### src/rtl/mem_arbiter_if.sv
// Bundle of every cache-side and memory-side signal that passes through the
// memory arbiter. The arbiter takes the slave view; the environment (both
// caches plus data_memory) takes the master view.
interface mem_arbiter_if #(
    parameter int ADDR_W = 6,
    parameter int DATA_W = 32
);
    // dcache side
    logic              d_read;
    logic              d_write;
    logic [ADDR_W-1:0] d_address;
    logic [DATA_W-1:0] d_writedata;
    logic [DATA_W-1:0] d_readdata;
    logic              d_busywait;

    // icache side (read only)
    logic              i_read;
    logic [ADDR_W-1:0] i_address;
    logic [DATA_W-1:0] i_readdata;
    logic              i_busywait;

    // data_memory side
    logic              mem_read;
    logic              mem_write;
    logic [ADDR_W-1:0] mem_address;
    logic [DATA_W-1:0] mem_writedata;
    logic [DATA_W-1:0] mem_readdata;
    logic              mem_busywait;

    modport master (
        output d_read, d_write, d_address, d_writedata,
        input  d_readdata, d_busywait,
        output i_read, i_address,
        input  i_readdata, i_busywait,
        input  mem_read, mem_write, mem_address, mem_writedata,
        output mem_readdata, mem_busywait
    );

    modport slave (
        input  d_read, d_write, d_address, d_writedata,
        output d_readdata, d_busywait,
        input  i_read, i_address,
        output i_readdata, i_busywait,
        output mem_read, mem_write, mem_address, mem_writedata,
        input  mem_readdata, mem_busywait
    );
endinterface

### src/rtl/mem_arbiter.sv
// Round-robin arbiter sharing one data_memory between the icache and dcache.
// The granted cache's strobes, address and data are forwarded to memory; the
// losing cache simply sees its own request reflected back as BUSYWAIT, so it
// stalls without any change to its existing handshake.
module mem_arbiter (
    input logic          clk,
    input logic          rst,
    mem_arbiter_if.slave bus
);

    typedef enum logic [1:0] {
        IDLE    = 2'd0,
        SERVE_D = 2'd1,
        SERVE_I = 2'd2
    } state_t;

    state_t     state;
    logic       started;   // memory has raised busywait for the current grant
    logic       prio;      // 0: dcache preferred, 1: icache preferred
    logic [1:0] lock;      // bit0 locks dcache, bit1 locks icache, for one idle cycle

    logic d_req;
    logic i_req;
    logic d_elig;
    logic i_elig;

    assign d_req  = bus.d_read | bus.d_write;
    assign i_req  = bus.i_read;
    assign d_elig = d_req & ~lock[0];
    assign i_elig = i_req & ~lock[1];

    // Read data is shared; each cache only samples it once its BUSYWAIT drops.
    assign bus.d_readdata = bus.mem_readdata;
    assign bus.i_readdata = bus.mem_readdata;

    // Grant decision, transfer tracking and round-robin/lockout bookkeeping.
    always_ff @(posedge clk or posedge rst) begin
        if (rst) begin
            state   <= IDLE;
            started <= 1'b0;
            prio    <= 1'b0;
            lock    <= 2'b00;
        end else begin
            case (state)
                IDLE: begin
                    // The lockout only ever lasts a single idle cycle, otherwise a
                    // lone requester that was just served could never be re-granted.
                    lock <= 2'b00;
                    if (d_elig && (!i_elig || !prio)) begin
                        state   <= SERVE_D;
                        started <= 1'b0;
                    end else if (i_elig) begin
                        state   <= SERVE_I;
                        started <= 1'b0;
                    end
                end
                SERVE_D, SERVE_I: begin
                    if (bus.mem_busywait) begin
                        started <= 1'b1;
                    end else if (started) begin
                        state <= IDLE;
                        prio  <= (state == SERVE_D);
                        lock  <= (state == SERVE_D) ? 2'b01 : 2'b10;
                    end
                end
                default: begin
                    state <= IDLE;
                end
            endcase
        end
    end

    // Forward the granted cache to memory and build both BUSYWAITs; all of it
    // is forced quiet while reset is held so nothing leaks into memory.
    always_comb begin
        bus.mem_read      = 1'b0;
        bus.mem_write     = 1'b0;
        bus.mem_address   = '0;
        bus.mem_writedata = '0;
        bus.d_busywait    = 1'b0;
        bus.i_busywait    = 1'b0;
        if (!rst) begin
            bus.d_busywait = d_req;
            bus.i_busywait = i_req;
            case (state)
                SERVE_D: begin
                    bus.mem_write     = bus.d_write;
                    bus.mem_read      = bus.d_read & ~bus.d_write;
                    bus.mem_address   = bus.d_address;
                    bus.mem_writedata = bus.d_writedata;
                    bus.d_busywait    = started ? bus.mem_busywait : 1'b1;
                end
                SERVE_I: begin
                    bus.mem_read      = bus.i_read;
                    bus.mem_address   = bus.i_address;
                    bus.i_busywait    = started ? bus.mem_busywait : 1'b1;
                end
                default: begin
                end
            endcase
        end
    end

endmodule
### src/flat_wrapper.sv
// flat-port wrapper written by rule: the top's interface ports become plain ports
module mem_arbiter_flat 
  (clk, rst, bus_d_read, bus_d_write, bus_d_address, bus_d_writedata, bus_d_readdata, bus_d_busywait, bus_i_read, bus_i_address, bus_i_readdata, bus_i_busywait, bus_mem_read, bus_mem_write, bus_mem_address, bus_mem_writedata, bus_mem_readdata, bus_mem_busywait);
  mem_arbiter_if bus_i ();
  input logic clk;
  input logic rst;
  input wire logic [$bits(bus_i.d_read)-1:0] bus_d_read;
  input wire logic [$bits(bus_i.d_write)-1:0] bus_d_write;
  input wire logic [$bits(bus_i.d_address)-1:0] bus_d_address;
  input wire logic [$bits(bus_i.d_writedata)-1:0] bus_d_writedata;
  output wire logic [$bits(bus_i.d_readdata)-1:0] bus_d_readdata;
  output wire logic [$bits(bus_i.d_busywait)-1:0] bus_d_busywait;
  input wire logic [$bits(bus_i.i_read)-1:0] bus_i_read;
  input wire logic [$bits(bus_i.i_address)-1:0] bus_i_address;
  output wire logic [$bits(bus_i.i_readdata)-1:0] bus_i_readdata;
  output wire logic [$bits(bus_i.i_busywait)-1:0] bus_i_busywait;
  output wire logic [$bits(bus_i.mem_read)-1:0] bus_mem_read;
  output wire logic [$bits(bus_i.mem_write)-1:0] bus_mem_write;
  output wire logic [$bits(bus_i.mem_address)-1:0] bus_mem_address;
  output wire logic [$bits(bus_i.mem_writedata)-1:0] bus_mem_writedata;
  input wire logic [$bits(bus_i.mem_readdata)-1:0] bus_mem_readdata;
  input wire logic [$bits(bus_i.mem_busywait)-1:0] bus_mem_busywait;
  assign bus_i.d_read = bus_d_read;
  assign bus_i.d_write = bus_d_write;
  assign bus_i.d_address = bus_d_address;
  assign bus_i.d_writedata = bus_d_writedata;
  assign bus_d_readdata = bus_i.d_readdata;
  assign bus_d_busywait = bus_i.d_busywait;
  assign bus_i.i_read = bus_i_read;
  assign bus_i.i_address = bus_i_address;
  assign bus_i_readdata = bus_i.i_readdata;
  assign bus_i_busywait = bus_i.i_busywait;
  assign bus_mem_read = bus_i.mem_read;
  assign bus_mem_write = bus_i.mem_write;
  assign bus_mem_address = bus_i.mem_address;
  assign bus_mem_writedata = bus_i.mem_writedata;
  assign bus_i.mem_readdata = bus_mem_readdata;
  assign bus_i.mem_busywait = bus_mem_busywait;
  mem_arbiter u_core (.clk(clk), .rst(rst), .bus(bus_i));
endmodule
### config.mk
export PLATFORM = sky130hd
export DESIGN_NAME = mem_arbiter_flat
export DESIGN_NICKNAME = d
export VERILOG_FILES = /design/src/rtl/mem_arbiter_if.sv /design/src/rtl/mem_arbiter.sv /design/src/flat_wrapper.sv
export SDC_FILE = /design/constraint.sdc
export NUM_CORES = 1
export LEC_CHECK = 0
export CAP_MARGIN = 20
export CELL_PAD_IN_SITES_DETAIL_PLACEMENT = 0
export CELL_PAD_IN_SITES_GLOBAL_PLACEMENT = 2
export CORE_MARGIN = 4
export CORE_UTILIZATION = 10
export DETAILED_ROUTE_END_ITERATION = 16
export PLACE_DENSITY = 0.91
export SYNTH_ARGS = -nofsm -noshare
export SYNTH_HDL_FRONTEND = slang
export SYNTH_SLANG_ARGS = --single-unit
### constraint.sdc
create_clock -name clk -period 2.9 [get_ports clk]
set_input_delay 0.58 -clock clk [delete_from_list [all_inputs] [get_ports clk]]
set_output_delay 0.58 -clock clk [all_outputs]
set_load 0.01 [all_outputs]
==> results of run 1 <==
==> worst max-delay path, stage by stage <==
cell	delay [ns]
clkdlybuf4s50_1	0.49
and2b_4	0.21
a211oi_1	0.26
clkdlybuf4s50_1	0.58
==> cells in the final DEF (no fill, tap or decap) <==
cell type	synthesis	final
clkbuf_16	0	3
nor3_1	1	1
and2b_4	1	1
nor2b_2	1	1
inv_2	1	1
dfrtp_1	6	6
ha_1	5	5
a2bb2oi_2	1	1
a22oi_1	8	8
a31oi_1	1	1
nand3b_1	1	1
mux2_4	1	1
clkdlybuf4s50_1	0	91
nand2b_4	1	1
nor2_1	9	9
o21bai_2	1	1
inv_1	5	5
a21oi_1	1	1
a21oi_2	1	1
buf_12	0	1
buf_4	64	3
nand2b_1	1	1
and2_1	33	33
a211oi_1	2	2
nand2_1	3	3
o21ai_1	1	1
mux2_1	2	2
a311oi_2	1	1
o32ai_1	2	2
==> layout make-up <==
type                       instances  area, µm²
tap                              168        210
timing repair buffer              95        953
sequential                         6        150
multi-input combinational         78        562
fill                            1350      10100
inverter                           6       22.5
clock buffer                       3       75.1
==> layer usage <==
layer | vias up | wire length [µm] | track usage [%]
met5 | - | 0 | 0
met4 | 0 | 107 | 3.08
met1 | 469 | 1290 | 4.58
met3 | 12 | 400 | 1.95
met2 | 73 | 1870 | 9.01
li1 | 505 | - | -
==> final timing paths <==
| path | startpoint | endpoint | slack, ns | cells past startpoint |
|---|---|---|---|---|
| setup / recovery | bus_mem_busywait | bus_i_busywait | 0.19 | 4 |
| hold / removal | u_core.lock[1] | u_core.lock[1] | 0.49 | 1 |
| setup reg to reg | u_core.state[0] | u_core.lock[1] | 1.37 | 4 |
| hold reg to reg | u_core.lock[1] | u_core.lock[1] | 0.49 | 1 |
| max in group asynchronous | rst | u_core.started | 2.02 | 3 |
| min in group asynchronous | rst | u_core.state[0] | 0.76 | 3 |
==> sequential cells by signal, summed over array words and instances, names as in the netlist <==
name / flops
u_core.lock: 2
u_core.prio: 1
u_core.started: 1
u_core.state: 2
==> where the power goes <==
group	switching [mW]	internal, mW	leakage (nW)
Clock	0.0467	0.177	0.0370
Combinational	0.316	0.395	0.607
Sequential	0.0258	0.123	0.0775
Total	0.388	0.695	0.721
==> kinds of logic (layout without fill, tap and decap cells) <==
group | Yosys count | in the layout | share of synthesized area (%)
buf+inv | 75 | 104 | 42.6
simple gates | 51 | 51 | 24.4
compound gates | 19 | 19 | 12.8
flops | 6 | 6 | 12.1
fa+ha+maj | 5 | 5 | 5.05
mux | 3 | 3 | 3.03
==> metrics.yaml, run 1 <==
critical_path_class: "in2out"
slew_viol_final: 0
ir_drop_mv: 0.176
die_w_um: 119
relSlewSlack_pct: 74.1
tns_ns: 0
cts-root-buf: "clkbuf_16"
dp_cells: 353
grt_usage_pct: 4.94
coreArea_mm2: 0.0121
nets: 277
netlist.area_leader.share_pct: 38.7
leakage_nw: 0.721
via_per_inst: 2.97
max_freq_mhz: 368
layout_setup_ws_ns: 0.185
postCtsSetupBuffers: 0
cts_tree: "done"
hold_violations: 0
syn2layout_area_growth_pct: 59.1
route.vias.total: 1059
routabilityCongestion: 0.743
dr.pass1.iters: 4
dieArea_mm2: 0.0142
ys_top_cells_by_area: "buf_4 (39%), and2_1 (17%), dfrtp_1 (12%)"
fin_area_mm2: 0.00197
ys_warn_count: 0
postSynthCellCount: 159
grt_max_degree: 33
period_minus_slack_ns: 2.71
synthDistinctLibCells: 27
grt_pass1_vias: 1075
synth_edf_count: 0
synth_area_per_cell_um2: 7.80
critPathCaptureType: "output pin"
drive_above_1_share_pct: 8.51
synth_flop_cell: "dfrtp_1"
synth_nets: 246
p_total_mw: 1.08
ios: 188
timing.final.crit_share_pct: 93.6
clk_latency_ns: 0.23
yosysTopAreaCell: "buf_4"
fin_util_pct: 16.4
async_flop_share_pct: 100
maxCapViolCount: 0
io_buffers: 91
place_ws_ns: 0.149
rsz0062_at_grt: "false"
grt_pass1_wl_mm: 5.55
htree_levels: 1
rows: 40
syn_area_mm2: 0.00124
setup_viol: 0
hp-class: "reg2reg"
routed_wirelength_mm: 3.67
powerDensity_mw_per_mm2: 549
hold_ws_ns: 0.486
cts_hold_buf: 0
start_util_pct: 10.3
drc_errors: 0
arrival_ns: 2.13
dp_hpwl_mm: 3.17
layout.cells.non_filler: 356
worstMarginPinSlew_ns: 0.389
cts.repair.resized: 0
yosysMostFrequentCell: "buf_4"
ys_seq_area_share_pct: 12.1
synth_seq_cells: 6
cp_max_fo: 4
gr-total-overflow: 0
clkTransAtPathRegs_ns: 0.03
die_h_um: 119
crit_required_ns: 2.32
status: "complete, no violations"
ant_nets: 0
antenna_found_initial: 0
cts_inserted_buffers: 3
first_iter_violations: 20
synth_commonest_cells: "buf_4 (64), and2_1 (33), nor2_1 (9)"
clock_sinks: 6
place_area_mm2: 0.00190
cts.path.max_buffers: 2
antenna_cells: 0
skew_ns: 0.00107
cp-start-kind: "input port"
wire_per_inst_um: 10.3
(Power assumes the default switching activity.)
==> inputs of run 2 (changes only) <==
--- a/config.mk
+++ b/config.mk
@@ -5,13 +5,13 @@
 export SDC_FILE = /design/constraint.sdc
 export NUM_CORES = 1
 export LEC_CHECK = 0
-export CAP_MARGIN = 20
+export CAP_MARGIN = 30
 export CELL_PAD_IN_SITES_DETAIL_PLACEMENT = 0
 export CELL_PAD_IN_SITES_GLOBAL_PLACEMENT = 2
 export CORE_MARGIN = 4
 export CORE_UTILIZATION = 10
 export DETAILED_ROUTE_END_ITERATION = 16
-export PLACE_DENSITY = 0.91
+export PLACE_DENSITY = 0.87
 export SYNTH_ARGS = -nofsm -noshare
 export SYNTH_HDL_FRONTEND = slang
 export SYNTH_SLANG_ARGS = --single-unit
==> run 2 against run 1 <==
Compared with the run above:
- non-clock buffer count shrank 1
- sequential cell count is the same
- global-route usage down 0.29 points
- highest routed layer unchanged
- sequential share of layout area barely moved
- register-to-register slack improved by 0.03 ns
- clock power shrank 2%
==> metrics.yaml, run 2 (synthesized netlist as in run 1, its figures left out) <==
grt_pass1_vias: 1038  # was 1075
busiest_layer: "met2"  # unchanged
timing.final.crit_share_pct: 93.7  # was 93.6%
antenna_cells: 0  # unchanged
cp_num_cells: 5  # was 4
ios: 188  # unchanged
holdCritStartpoint: "u_core.lock[1]"  # unchanged
use_met3_pct: 1.80  # was 1.95%
path_common_cell: "clkdlybuf4s50_1"  # unchanged
clkTransAtPathRegs_ns: 0.03  # about the same
gr-total-overflow: 0  # unchanged
top_regs: "u_core.lock x2, u_core.state x2"  # unchanged
htree_levels: 1  # unchanged
powerDensity_mw_per_mm2: 546  # was 549 mW/mm²
cp_max_fo: 7  # was 4
place_area_mm2: 0.00189  # was 0.00190 mm²
status: "complete, no violations"  # unchanged
rsz0062_at_grt: "false"  # unchanged
cts.path.max_buffers: 2  # unchanged
routabilityCongestion: 0.730  # was 0.743
dieArea_mm2: 0.0142  # unchanged
antenna_found_initial: 0  # unchanged
worstMarginPinSlew_ns: 0.407  # was 0.389 ns
p_switching_mw: 0.384  # was 0.388 mW
dp_hpwl_mm: 3.11  # was 3.17 mm
fin_util_pct: 16.3  # was 16.4%
crit_family: "buffers and inverters"  # unchanged
tns_ns: 0  # unchanged
cts_inserted_buffers: 3  # unchanged
start_util_pct: 10.3  # unchanged
nets: 276  # was 277
hold_end: "u_core.lock[1]"  # unchanged
hp-class: "reg2reg"  # unchanged
cp-start-kind: "input port"  # unchanged
ir_drop_mv: 0.251  # was 0.176 mV
cts_tree: "done"  # unchanged
critical_path_class: "in2out"  # unchanged
first_iter_violations: 32  # was 20
drc_errors: 0  # unchanged
cp_num_buf_inv: 3  # was 2
dp_cells: 352  # was 353
die_w_um: 119  # unchanged
postCtsSetupBuffers: 0  # unchanged
syn2layout_area_growth_pct: 58.5  # was 59.1%
fin_area_mm2: 0.00197  # about the same
clock_sinks: 6  # unchanged
leakage_nw: 0.717  # was 0.721 nW
reg2reg_to: "u_core.lock[0]"  # was u_core.lock[1]
grtUsageMet1_pct: 4.84  # was 4.58%
pwr-share-seq_pct: 13.8  # was 13.7%
critPathSlowestCell: "clkdlybuf4s50_1"  # unchanged
final_common_cell: "clkdlybuf4s50_1"  # unchanged
maxCapViolCount: 0  # unchanged
cpPeakStageDelay_ns: 0.56  # was 0.58 ns
coreArea_mm2: 0.0121  # unchanged
drive_above_1_share_pct: 8.02  # was 8.51%
clk_latency_ns: 0.22  # was 0.23 ns
intPower_mw: 0.689  # was 0.695 mW
ant_nets: 0  # unchanged
crit_required_ns: 2.32  # about the same
routed_wirelength_mm: 3.59  # was 3.67 mm
setup_viol: 0  # unchanged
arrival_ns: 2.14  # was 2.13 ns
die_h_um: 119  # unchanged
hold_violations: 0  # unchanged
relSlewSlack_pct: 72.9  # was 74.1%
layout.cells.non_filler: 355  # was 356
grt_max_degree: 34  # was 33
cts.repair.resized: 0  # unchanged
path_cells: "clkdlybuf4s50_1 > inv_1 > nand2_1 > a21oi_1 > clkdlybuf4s50_1"  # was clkdlybuf4s50_1 > and2b_4 > a211oi_1 > clkdlybuf4s50_1
rrSetupSlack_ns: 1.40  # was 1.37 ns
p_total_mw: 1.07  # was 1.08 mW
holdPathStages: 1  # unchanged
route.vias.total: 1028  # was 1059
critPathCaptureType: "output pin"  # unchanged
reg2reg_from: "u_core.state[0]"  # unchanged
rows: 40  # unchanged
clockPowerShare_pct: 20.4  # was 20.6%
slew_viol_final: 0  # unchanged
max_freq_mhz: 368  # about the same
period_minus_slack_ns: 2.72  # was 2.71 ns
swShare_pct: 35.8  # about the same
grt_pass1_wl_mm: 5.41  # was 5.55 mm
grt_usage_pct: 4.65  # was 4.94%
final_cell_mix: "clkdlybuf4s50_1 (91), and2_1 (33), nor2_1 (9), a22oi_1 (8), dfrtp_1 (6)"  # unchanged
dr.pass1.iters: 4  # unchanged
ff2ff_path_depth: 4  # unchanged
skew_ns: 0.000704  # was 0.00107 ns
use_met2_pct: 8.12  # was 9.01%
via_per_inst: 2.90  # was 2.97
cts_hold_buf: 0  # unchanged
cts-root-buf: "clkbuf_16"  # unchanged
io_buffers: 91  # unchanged
power.share.combinational_pct: 65.8  # was 65.6%
wire_per_inst_um: 10.1  # was 10.3 µm
## run 2: worst max-delay path by stage
| stage | slack (ns) | from | end |
|---|---|---|---|
| 3_5_place_dp | 0.13 | rst | bus_mem_read |
| 5_1_grt | 0.04 | rst | bus_mem_read |
| 3_3_place_gp | 0.14 | rst | bus_mem_address[5] |
| 4_1_cts | 0.13 | rst | bus_mem_read |
| 6_report | 0.18 | rst | bus_mem_read |
| 2_1_floorplan | 1.12 | u_core.state[1] | bus_mem_read |
## run 2: per-stage QoR
step / hold slack (ns) / setup slack, ns
after detailed placement: 0.479 / 0.128
after global routing: 0.518 / 0.0410
after global placement: 0.468 / 0.138
final: 0.480 / 0.182
after floorplan: 0.379 / 1.12
after CTS: 0.486 / 0.127
## run 2: power by group through the flow
stage | registers, mW | logic (mW) | clock network (mW)
after floorplan | 0.144 | 0.484 | 0
after global placement | 0.148 | 0.710 | 0
after detailed placement | 0.149 | 0.718 | 0
after CTS | 0.148 | 0.721 | 0.224
after global routing | 0.153 | 0.764 | 0.228
final | 0.148 | 0.705 | 0.219
## run 2: routing by layer
| metal | up-vias | part of all wire [%] |
|---|---|---|
| met1 | 452 | 38 |
| li1 | 507 | - |
| met4 | 0 | 1.8 |
| met2 | 59 | 49 |
| met3 | 10 | 11 |
| met5 | - | 0 |
## run 2: layout make-up
| cell class | instances | area, µm² |
|---|---|---|
| multi-input cells | 78 | 562 |
| flip-flops and latches | 6 | 150 |
| repair buffers | 94 | 946 |
| fillers | 1351 | 10100 |
| clock buffers | 3 | 75.1 |
| well taps | 168 | 210 |
| inverters | 6 | 22.5 |
